## config.mk

```make
export PLATFORM = sky130hd
export DESIGN_NAME = mem_port_arbiter_flat
export DESIGN_NICKNAME = d
export VERILOG_FILES = /design/src/rtl/mem_port_arbiter_if.sv /design/src/rtl/mem_port_arbiter.sv /design/src/flat_wrapper.sv
export SDC_FILE = /design/constraint.sdc
export NUM_CORES = 1
export LEC_CHECK = 0
export ABC_CLOCK_PERIOD_IN_PS = 6190
export CORE_AREA = 2 2 124 126
export DETAILED_ROUTE_END_ITERATION = 10
export DIE_AREA = 0 0 126 128
export PLACE_DENSITY = 0.8
export SLEW_MARGIN = 20
export SYNTH_ARGS = -nofsm -noshare
export SYNTH_HDL_FRONTEND = slang
export SYNTH_SLANG_ARGS = --single-unit
```

## constraint.sdc

```tcl
create_clock -name clk -period 6.19 [get_ports clk]
set_input_delay 1.238 -clock clk [delete_from_list [all_inputs] [get_ports clk]]
set_output_delay 1.238 -clock clk [all_outputs]
set_load 0.005 [all_outputs]
```

## src/rtl/mem_port_arbiter_if.sv

```systemverilog
// Bundle of the fetch-port, data-port and memory-side signals of mem_port_arbiter.
//   fetch : if_req, if_addr -> if_rdata, if_ack, stall_f
//   data  : d_req, d_we, d_addr, d_wdata, d_bsel -> d_rdata, d_ack, stall_m
//   memory: mem_en, mem_we, mem_addr, mem_wdata, mem_bsel <- mem_rdata
// Modport slave is the arbiter's view; modport master is the view of the
// surrounding pipeline plus memory (the side that drives requests and mem_rdata).
interface mem_port_arbiter_if #(
  parameter int ADDR_WIDTH = 32,
  parameter int DATA_WIDTH = 32
) ();
  logic                  if_req;
  logic [ADDR_WIDTH-1:0] if_addr;
  logic [DATA_WIDTH-1:0] if_rdata;
  logic                  if_ack;

  logic                  d_req;
  logic                  d_we;
  logic [ADDR_WIDTH-1:0] d_addr;
  logic [DATA_WIDTH-1:0] d_wdata;
  logic [1:0]            d_bsel;
  logic [DATA_WIDTH-1:0] d_rdata;
  logic                  d_ack;

  logic                  mem_en;
  logic                  mem_we;
  logic [ADDR_WIDTH-1:0] mem_addr;
  logic [DATA_WIDTH-1:0] mem_wdata;
  logic [1:0]            mem_bsel;
  logic [DATA_WIDTH-1:0] mem_rdata;

  logic                  stall_f;
  logic                  stall_m;

  modport slave (
    input  if_req, if_addr, d_req, d_we, d_addr, d_wdata, d_bsel, mem_rdata,
    output if_rdata, if_ack, d_rdata, d_ack,
    output mem_en, mem_we, mem_addr, mem_wdata, mem_bsel,
    output stall_f, stall_m
  );

  modport master (
    output if_req, if_addr, d_req, d_we, d_addr, d_wdata, d_bsel, mem_rdata,
    input  if_rdata, if_ack, d_rdata, d_ack,
    input  mem_en, mem_we, mem_addr, mem_wdata, mem_bsel,
    input  stall_f, stall_m
  );
endinterface

```

## src/rtl/mem_port_arbiter.sv

```systemverilog
// mem_port_arbiter: shares one single-ported, fixed-latency memory between the
// fetch port and the data port of the core.
//   clk, rst : clock (rising edge) and asynchronous active-high reset
//   bus      : mem_port_arbiter_if.slave carrying both request ports, the
//              memory interface and the two stall outputs
// One access at a time: IDLE (arbitrate) -> ISSUE (mem_en) -> WAIT (latency)
// -> RESP (ack). Data wins ties unless fetch has been passed over STARVE_LIMIT
// times in a row. Request ack arrives MEM_LATENCY+2 cycles after the grant cycle.
module mem_port_arbiter #(
  parameter int ADDR_WIDTH   = 32,
  parameter int DATA_WIDTH   = 32,
  parameter int MEM_LATENCY  = 2,
  parameter int STARVE_LIMIT = 4
) (
  input  logic              clk,
  input  logic              rst,
  mem_port_arbiter_if.slave bus
);

  generate
    if (MEM_LATENCY < 1) begin : g_bad_latency
      $error("mem_port_arbiter: MEM_LATENCY must be >= 1");
    end
    if (STARVE_LIMIT < 1) begin : g_bad_starve
      $error("mem_port_arbiter: STARVE_LIMIT must be >= 1");
    end
  endgenerate

  localparam int CNT_W = (MEM_LATENCY > 1) ? $clog2(MEM_LATENCY) : 1;
  localparam int STV_W = $clog2(STARVE_LIMIT + 1);
  localparam logic [1:0] BSEL_WORD = 2'b10;

  typedef enum logic [1:0] {IDLE, ISSUE, WAIT, RESP} state_t;

  state_t                state_reg;
  logic                  owner_d_reg;   // 1 = data port owns the access
  logic                  acc_we_reg;    // access is a store (kept past ISSUE)
  logic [CNT_W-1:0]      cnt_reg;
  logic [STV_W-1:0]      starve_reg;

  logic                  if_ack_reg;
  logic                  d_ack_reg;
  logic [DATA_WIDTH-1:0] if_rdata_reg;
  logic [DATA_WIDTH-1:0] d_rdata_reg;
  logic                  mem_en_reg;
  logic                  mem_we_reg;
  logic [ADDR_WIDTH-1:0] mem_addr_reg;
  logic [DATA_WIDTH-1:0] mem_wdata_reg;
  logic [1:0]            mem_bsel_reg;

  // Data wins a tie only while fetch has not yet hit its starvation limit.
  logic grant_d;
  always_comb begin
    grant_d = bus.d_req && (!bus.if_req || (starve_reg != STV_W'(STARVE_LIMIT)));
  end

  always_ff @(posedge clk or posedge rst) begin
    if (rst) begin
      state_reg     <= IDLE;
      owner_d_reg   <= 1'b1;
      acc_we_reg    <= 1'b0;
      cnt_reg       <= '0;
      starve_reg    <= '0;
      if_ack_reg    <= 1'b0;
      d_ack_reg     <= 1'b0;
      if_rdata_reg  <= '0;
      d_rdata_reg   <= '0;
      mem_en_reg    <= 1'b0;
      mem_we_reg    <= 1'b0;
      mem_addr_reg  <= '0;
      mem_wdata_reg <= '0;
      mem_bsel_reg  <= '0;
    end else begin
      unique case (state_reg)
        IDLE: begin
          if (bus.if_req || bus.d_req) begin
            // The memory-side registers are loaded here so that they present
            // the owner's request during exactly the ISSUE cycle.
            state_reg   <= ISSUE;
            owner_d_reg <= grant_d;
            mem_en_reg  <= 1'b1;
            if (grant_d) begin
              acc_we_reg    <= bus.d_we;
              mem_we_reg    <= bus.d_we;
              mem_addr_reg  <= bus.d_addr;
              mem_wdata_reg <= bus.d_wdata;
              mem_bsel_reg  <= bus.d_bsel;
              if (bus.if_req) begin
                if (starve_reg != STV_W'(STARVE_LIMIT)) begin
                  starve_reg <= starve_reg + 1'b1;
                end
              end else begin
                starve_reg <= '0;
              end
            end else begin
              acc_we_reg   <= 1'b0;
              mem_we_reg   <= 1'b0;
              mem_addr_reg <= bus.if_addr;
              mem_bsel_reg <= BSEL_WORD;
              starve_reg   <= '0;
            end
          end
        end

        ISSUE: begin
          mem_en_reg <= 1'b0;
          mem_we_reg <= 1'b0;
          cnt_reg    <= CNT_W'(MEM_LATENCY - 1);
          state_reg  <= WAIT;
        end

        WAIT: begin
          if (cnt_reg == '0) begin
            // mem_rdata is valid in this cycle.
            state_reg <= RESP;
            if (owner_d_reg) begin
              d_rdata_reg <= acc_we_reg ? '0 : bus.mem_rdata;
              d_ack_reg   <= 1'b1;
            end else begin
              if_rdata_reg <= bus.mem_rdata;
              if_ack_reg   <= 1'b1;
            end
          end else begin
            cnt_reg <= cnt_reg - 1'b1;
          end
        end

        RESP: begin
          if_ack_reg <= 1'b0;
          d_ack_reg  <= 1'b0;
          state_reg  <= IDLE;
        end

        default: state_reg <= IDLE;
      endcase
    end
  end

  assign bus.if_ack    = if_ack_reg;
  assign bus.d_ack     = d_ack_reg;
  assign bus.if_rdata  = if_rdata_reg;
  assign bus.d_rdata   = d_rdata_reg;
  assign bus.mem_en    = mem_en_reg;
  assign bus.mem_we    = mem_we_reg;
  assign bus.mem_addr  = mem_addr_reg;
  assign bus.mem_wdata = mem_wdata_reg;
  assign bus.mem_bsel  = mem_bsel_reg;

  assign bus.stall_f = bus.if_req & ~if_ack_reg;
  assign bus.stall_m = bus.d_req & ~d_ack_reg;

endmodule

```

## src/flat_wrapper.sv

```systemverilog
// flat-port wrapper written by rule: the top's interface ports become plain ports
module mem_port_arbiter_flat 
#(
  parameter int ADDR_WIDTH   = 32,
  parameter int DATA_WIDTH   = 32,
  parameter int MEM_LATENCY  = 2,
  parameter int STARVE_LIMIT = 4
)
  (clk, rst, bus_if_req, bus_if_addr, bus_d_req, bus_d_we, bus_d_addr, bus_d_wdata, bus_d_bsel, bus_mem_rdata, bus_if_rdata, bus_if_ack, bus_d_rdata, bus_d_ack, bus_mem_en, bus_mem_we, bus_mem_addr, bus_mem_wdata, bus_mem_bsel, bus_stall_f, bus_stall_m);
  mem_port_arbiter_if #(.ADDR_WIDTH(ADDR_WIDTH), .DATA_WIDTH(DATA_WIDTH)) bus_i ();
  input  logic clk;
  input  logic rst;
  input wire logic [$bits(bus_i.if_req)-1:0] bus_if_req;
  input wire logic [$bits(bus_i.if_addr)-1:0] bus_if_addr;
  input wire logic [$bits(bus_i.d_req)-1:0] bus_d_req;
  input wire logic [$bits(bus_i.d_we)-1:0] bus_d_we;
  input wire logic [$bits(bus_i.d_addr)-1:0] bus_d_addr;
  input wire logic [$bits(bus_i.d_wdata)-1:0] bus_d_wdata;
  input wire logic [$bits(bus_i.d_bsel)-1:0] bus_d_bsel;
  input wire logic [$bits(bus_i.mem_rdata)-1:0] bus_mem_rdata;
  output wire logic [$bits(bus_i.if_rdata)-1:0] bus_if_rdata;
  output wire logic [$bits(bus_i.if_ack)-1:0] bus_if_ack;
  output wire logic [$bits(bus_i.d_rdata)-1:0] bus_d_rdata;
  output wire logic [$bits(bus_i.d_ack)-1:0] bus_d_ack;
  output wire logic [$bits(bus_i.mem_en)-1:0] bus_mem_en;
  output wire logic [$bits(bus_i.mem_we)-1:0] bus_mem_we;
  output wire logic [$bits(bus_i.mem_addr)-1:0] bus_mem_addr;
  output wire logic [$bits(bus_i.mem_wdata)-1:0] bus_mem_wdata;
  output wire logic [$bits(bus_i.mem_bsel)-1:0] bus_mem_bsel;
  output wire logic [$bits(bus_i.stall_f)-1:0] bus_stall_f;
  output wire logic [$bits(bus_i.stall_m)-1:0] bus_stall_m;
  assign bus_i.if_req = bus_if_req;
  assign bus_i.if_addr = bus_if_addr;
  assign bus_i.d_req = bus_d_req;
  assign bus_i.d_we = bus_d_we;
  assign bus_i.d_addr = bus_d_addr;
  assign bus_i.d_wdata = bus_d_wdata;
  assign bus_i.d_bsel = bus_d_bsel;
  assign bus_i.mem_rdata = bus_mem_rdata;
  assign bus_if_rdata = bus_i.if_rdata;
  assign bus_if_ack = bus_i.if_ack;
  assign bus_d_rdata = bus_i.d_rdata;
  assign bus_d_ack = bus_i.d_ack;
  assign bus_mem_en = bus_i.mem_en;
  assign bus_mem_we = bus_i.mem_we;
  assign bus_mem_addr = bus_i.mem_addr;
  assign bus_mem_wdata = bus_i.mem_wdata;
  assign bus_mem_bsel = bus_i.mem_bsel;
  assign bus_stall_f = bus_i.stall_f;
  assign bus_stall_m = bus_i.stall_m;
  mem_port_arbiter #(.ADDR_WIDTH(ADDR_WIDTH), .DATA_WIDTH(DATA_WIDTH), .MEM_LATENCY(MEM_LATENCY), .STARVE_LIMIT(STARVE_LIMIT)) u_core (.clk(clk), .rst(rst), .bus(bus_i));
endmodule
```

==> results.yml <==
routing:
  vias: 5078
  wire_per_inst_um: 17.6
  ant_nets: 0
  routed_wl_um: 17300
  drc: 0
  drt-initial-drc-count: 244
  first_pass_iters: 4
  via_per_inst: 5.18
die:
  core_area_um2: 14900
  die_y_um: 128
  rows: 45
  dieArea_um2: 16100
  start_util: 0.412
  io_pins: 271
  fp.dieW_um: 126
timing:
  worst_clock_skew_ns: 0.00851
  setup_ws_ns: 2.11
  rsz0062_at_grt: "false"
  setup_viol: 0
  report.final.slew_viol_count: 0
  finalCritPeriodShare: 0.659
  maxSlewHeadroom: 0.336
  hold_viol: 0
  worstMarginPinSlew_ns: 0.992
  min_period_ns: 4.08
  finalSetupTns_ns: 0
  max_freq_ghz: 0.245
placement:
  dp_slack_ns: 2.14
  dpl_cell_area_um2: 8930
  portBuffers: 270
  globalplace.congestion: 0.849
  post-dp-hpwl_um: 12000
clock_network:
  path_clk_slew_ns: 0.06
  cts.sinks: 142
  clockBufferDepth: 2
  clk_latency_ns: 0.42
  cts_tree: "done"
  cts_root_buffer: "clkbuf_16"
  h-tree-depth: 4
  ctsHoldBuffers: 0
  cts-buffers-inserted: 17
  cts_setup_buffers: 0
  cts_resized: 0
pwr:
  power.density_nw_per_um2: 510
  vdd_drop_max_mv: 0.217
  p_leak_nw: 4.04
final_layout:
  final_net_count: 921
  syn2layout_area_growth_pct: 56.4
  nFillCells: 1146
  final_area_um2: 9590
  antenna_cells: 0
  drive_gt1_frac: 0.140
grt:
  overflow: 0
  grt_pass1_vias: 5343
  grt_max_degree: 98
  grt_pass1_wl_um: 27400
  antenna_found_initial: 0
  grt_usage: 0.214
logic_synthesis:
  avgSynthCellArea_um2: 11.7
  synthTopCellsByCount: "dfrtp_1 (141), nand2_1 (101), mux2_2 (38)"
  synth_area_leaders: "dfrtp_1 (58%), mux2_2 (7.0%), mux2_4 (6.6%), nand2_1 (6.2%), o211ai_1 (3.9%)"
  synth_most_common_cell: "dfrtp_1"
  synthArstFlopShare: 1.00
  synth_fp_nets: 667
  yosysSeqAreaShare: 0.580
  yosysWarnings: 0
  synthFlopType: "dfrtp_1"
  ys_seq_elements: 142
  synth_area_leader_cell: "dfrtp_1"
  synthDominantCellAreaShare: 0.576
  syn-cell-area_um2: 6130
  synth_cell_type_count: 38
  syn_inst: 526
  synth_edf_count: 0
worst_setup_path:
  path_class: "primary input to primary output"
  arrival_ns: 2.84
  rr_worst_depth: 4
  r2r_slack_ns: 3.77
  rr_endpoint: "u_core.bus.mem_wdata[19]"
  r2r_start: "u_core.state_reg[0]"
  crit_path_max_fanout: 43
  crit_start: "bus_d_req"
  crit_path_start_kind: "primary input"
  crit_required_ns: 4.95
  cp-end-kind: "primary output"
min_path:
  hold_path_class: "flop to flop"
  hp-start: "u_core.bus.d_rdata[11]"
  min_to: "u_core.bus.d_rdata[11]"
  hold_depth: 2
outcome:
  status: "completed"
flow_run:
  max_cap_violations: 0
## final cells by class
type                            count  area, um^2  share of cell area
Sequential cell                   142        3550               0.371
Timing Repair Buffer              276        2750               0.287
Multi-Input combinational cell    335        2360               0.246
Clock buffer                       17         425              0.0444
Tap cell                          188         235              0.0245
Clock inverter                     15         234              0.0244
Inverter                            8        35.0             0.00365
## critical path, stage by stage
cell,delay [ns]
clkdlybuf4s50_1,0.45
buf_4,0.40
nor2b_1,0.23
clkdlybuf4s50_1,0.52
## kinds of logic after synthesis
group	after synthesis	share of synthesized area
and+or+nand+nor	180	0.145
adders and majority gates	6	0.0122
AOI/OAI and AO/OA	83	0.0865
muxes	66	0.138
buffers and inverters	49	0.0388
DFF	142	0.580
## placed cells by master, fill, tap and decap left out, types with 2 or more instances in the layout
master	n
a21oi_1	2
a31oi_1	2
buf_4	6
bufinv_16	5
clkbuf_16	17
clkdlybuf4s50_1	270
clkinv_4	2
clkinvlp_4	2
dfrtp_1	141
ha_1	6
inv_1	7
inv_6	5
mux2_2	38
mux2_4	27
nand2_1	101
nand2b_1	32
nand3_1	2
nand4_1	32
nor2_1	3
nor2b_1	3
nor3b_1	2
o211ai_1	32
o21ai_0	32
o21ai_1	4
o22a_1	2
## per-stage QoR
step / hold slack [ns] / power [mW] / instances / utilization
CTS: 0.484 / 4.94 / 981 / 0.645
finish: 0.480 / 4.89 / 981 / 0.645
global route: 0.512 / 5.18 / 981 / 0.645
global placement: 0.462 / 3.68 / 949 / 0.601
detailed placement: 0.470 / 3.78 / 949 / 0.601
floorplan: 0.458 / 2.57 / 526 / -
## routing by layer
metal,share of wire,GRT usage,up-vias
met2,0.50,0.368,224
met3,0.072,0.0630,31
met1,0.41,0.255,2482
met5,0,0,-
met4,0.022,0.0814,0
li1,-,-,2341
## power by group
group          leakage, nW  internal (mW)  switching [mW]  total, mW
combinational         2.00           1.30           0.752       2.06
sequential            1.72           1.40           0.300       1.70
clock                0.317          0.723           0.416       1.14
total                 4.04           3.43            1.47       4.89
## how the worst max path moves through the flow
stage / to / slack (ns)
2_1_floorplan: u_core.acc_we_reg / 1.14
3_3_place_gp: bus_stall_m / 2.17
3_5_place_dp: bus_stall_m / 2.14
4_1_cts: bus_stall_m / 2.12
5_1_grt: bus_stall_m / 2.06
6_report: bus_stall_m / 2.11
Power figures use the tool's default switching activity.
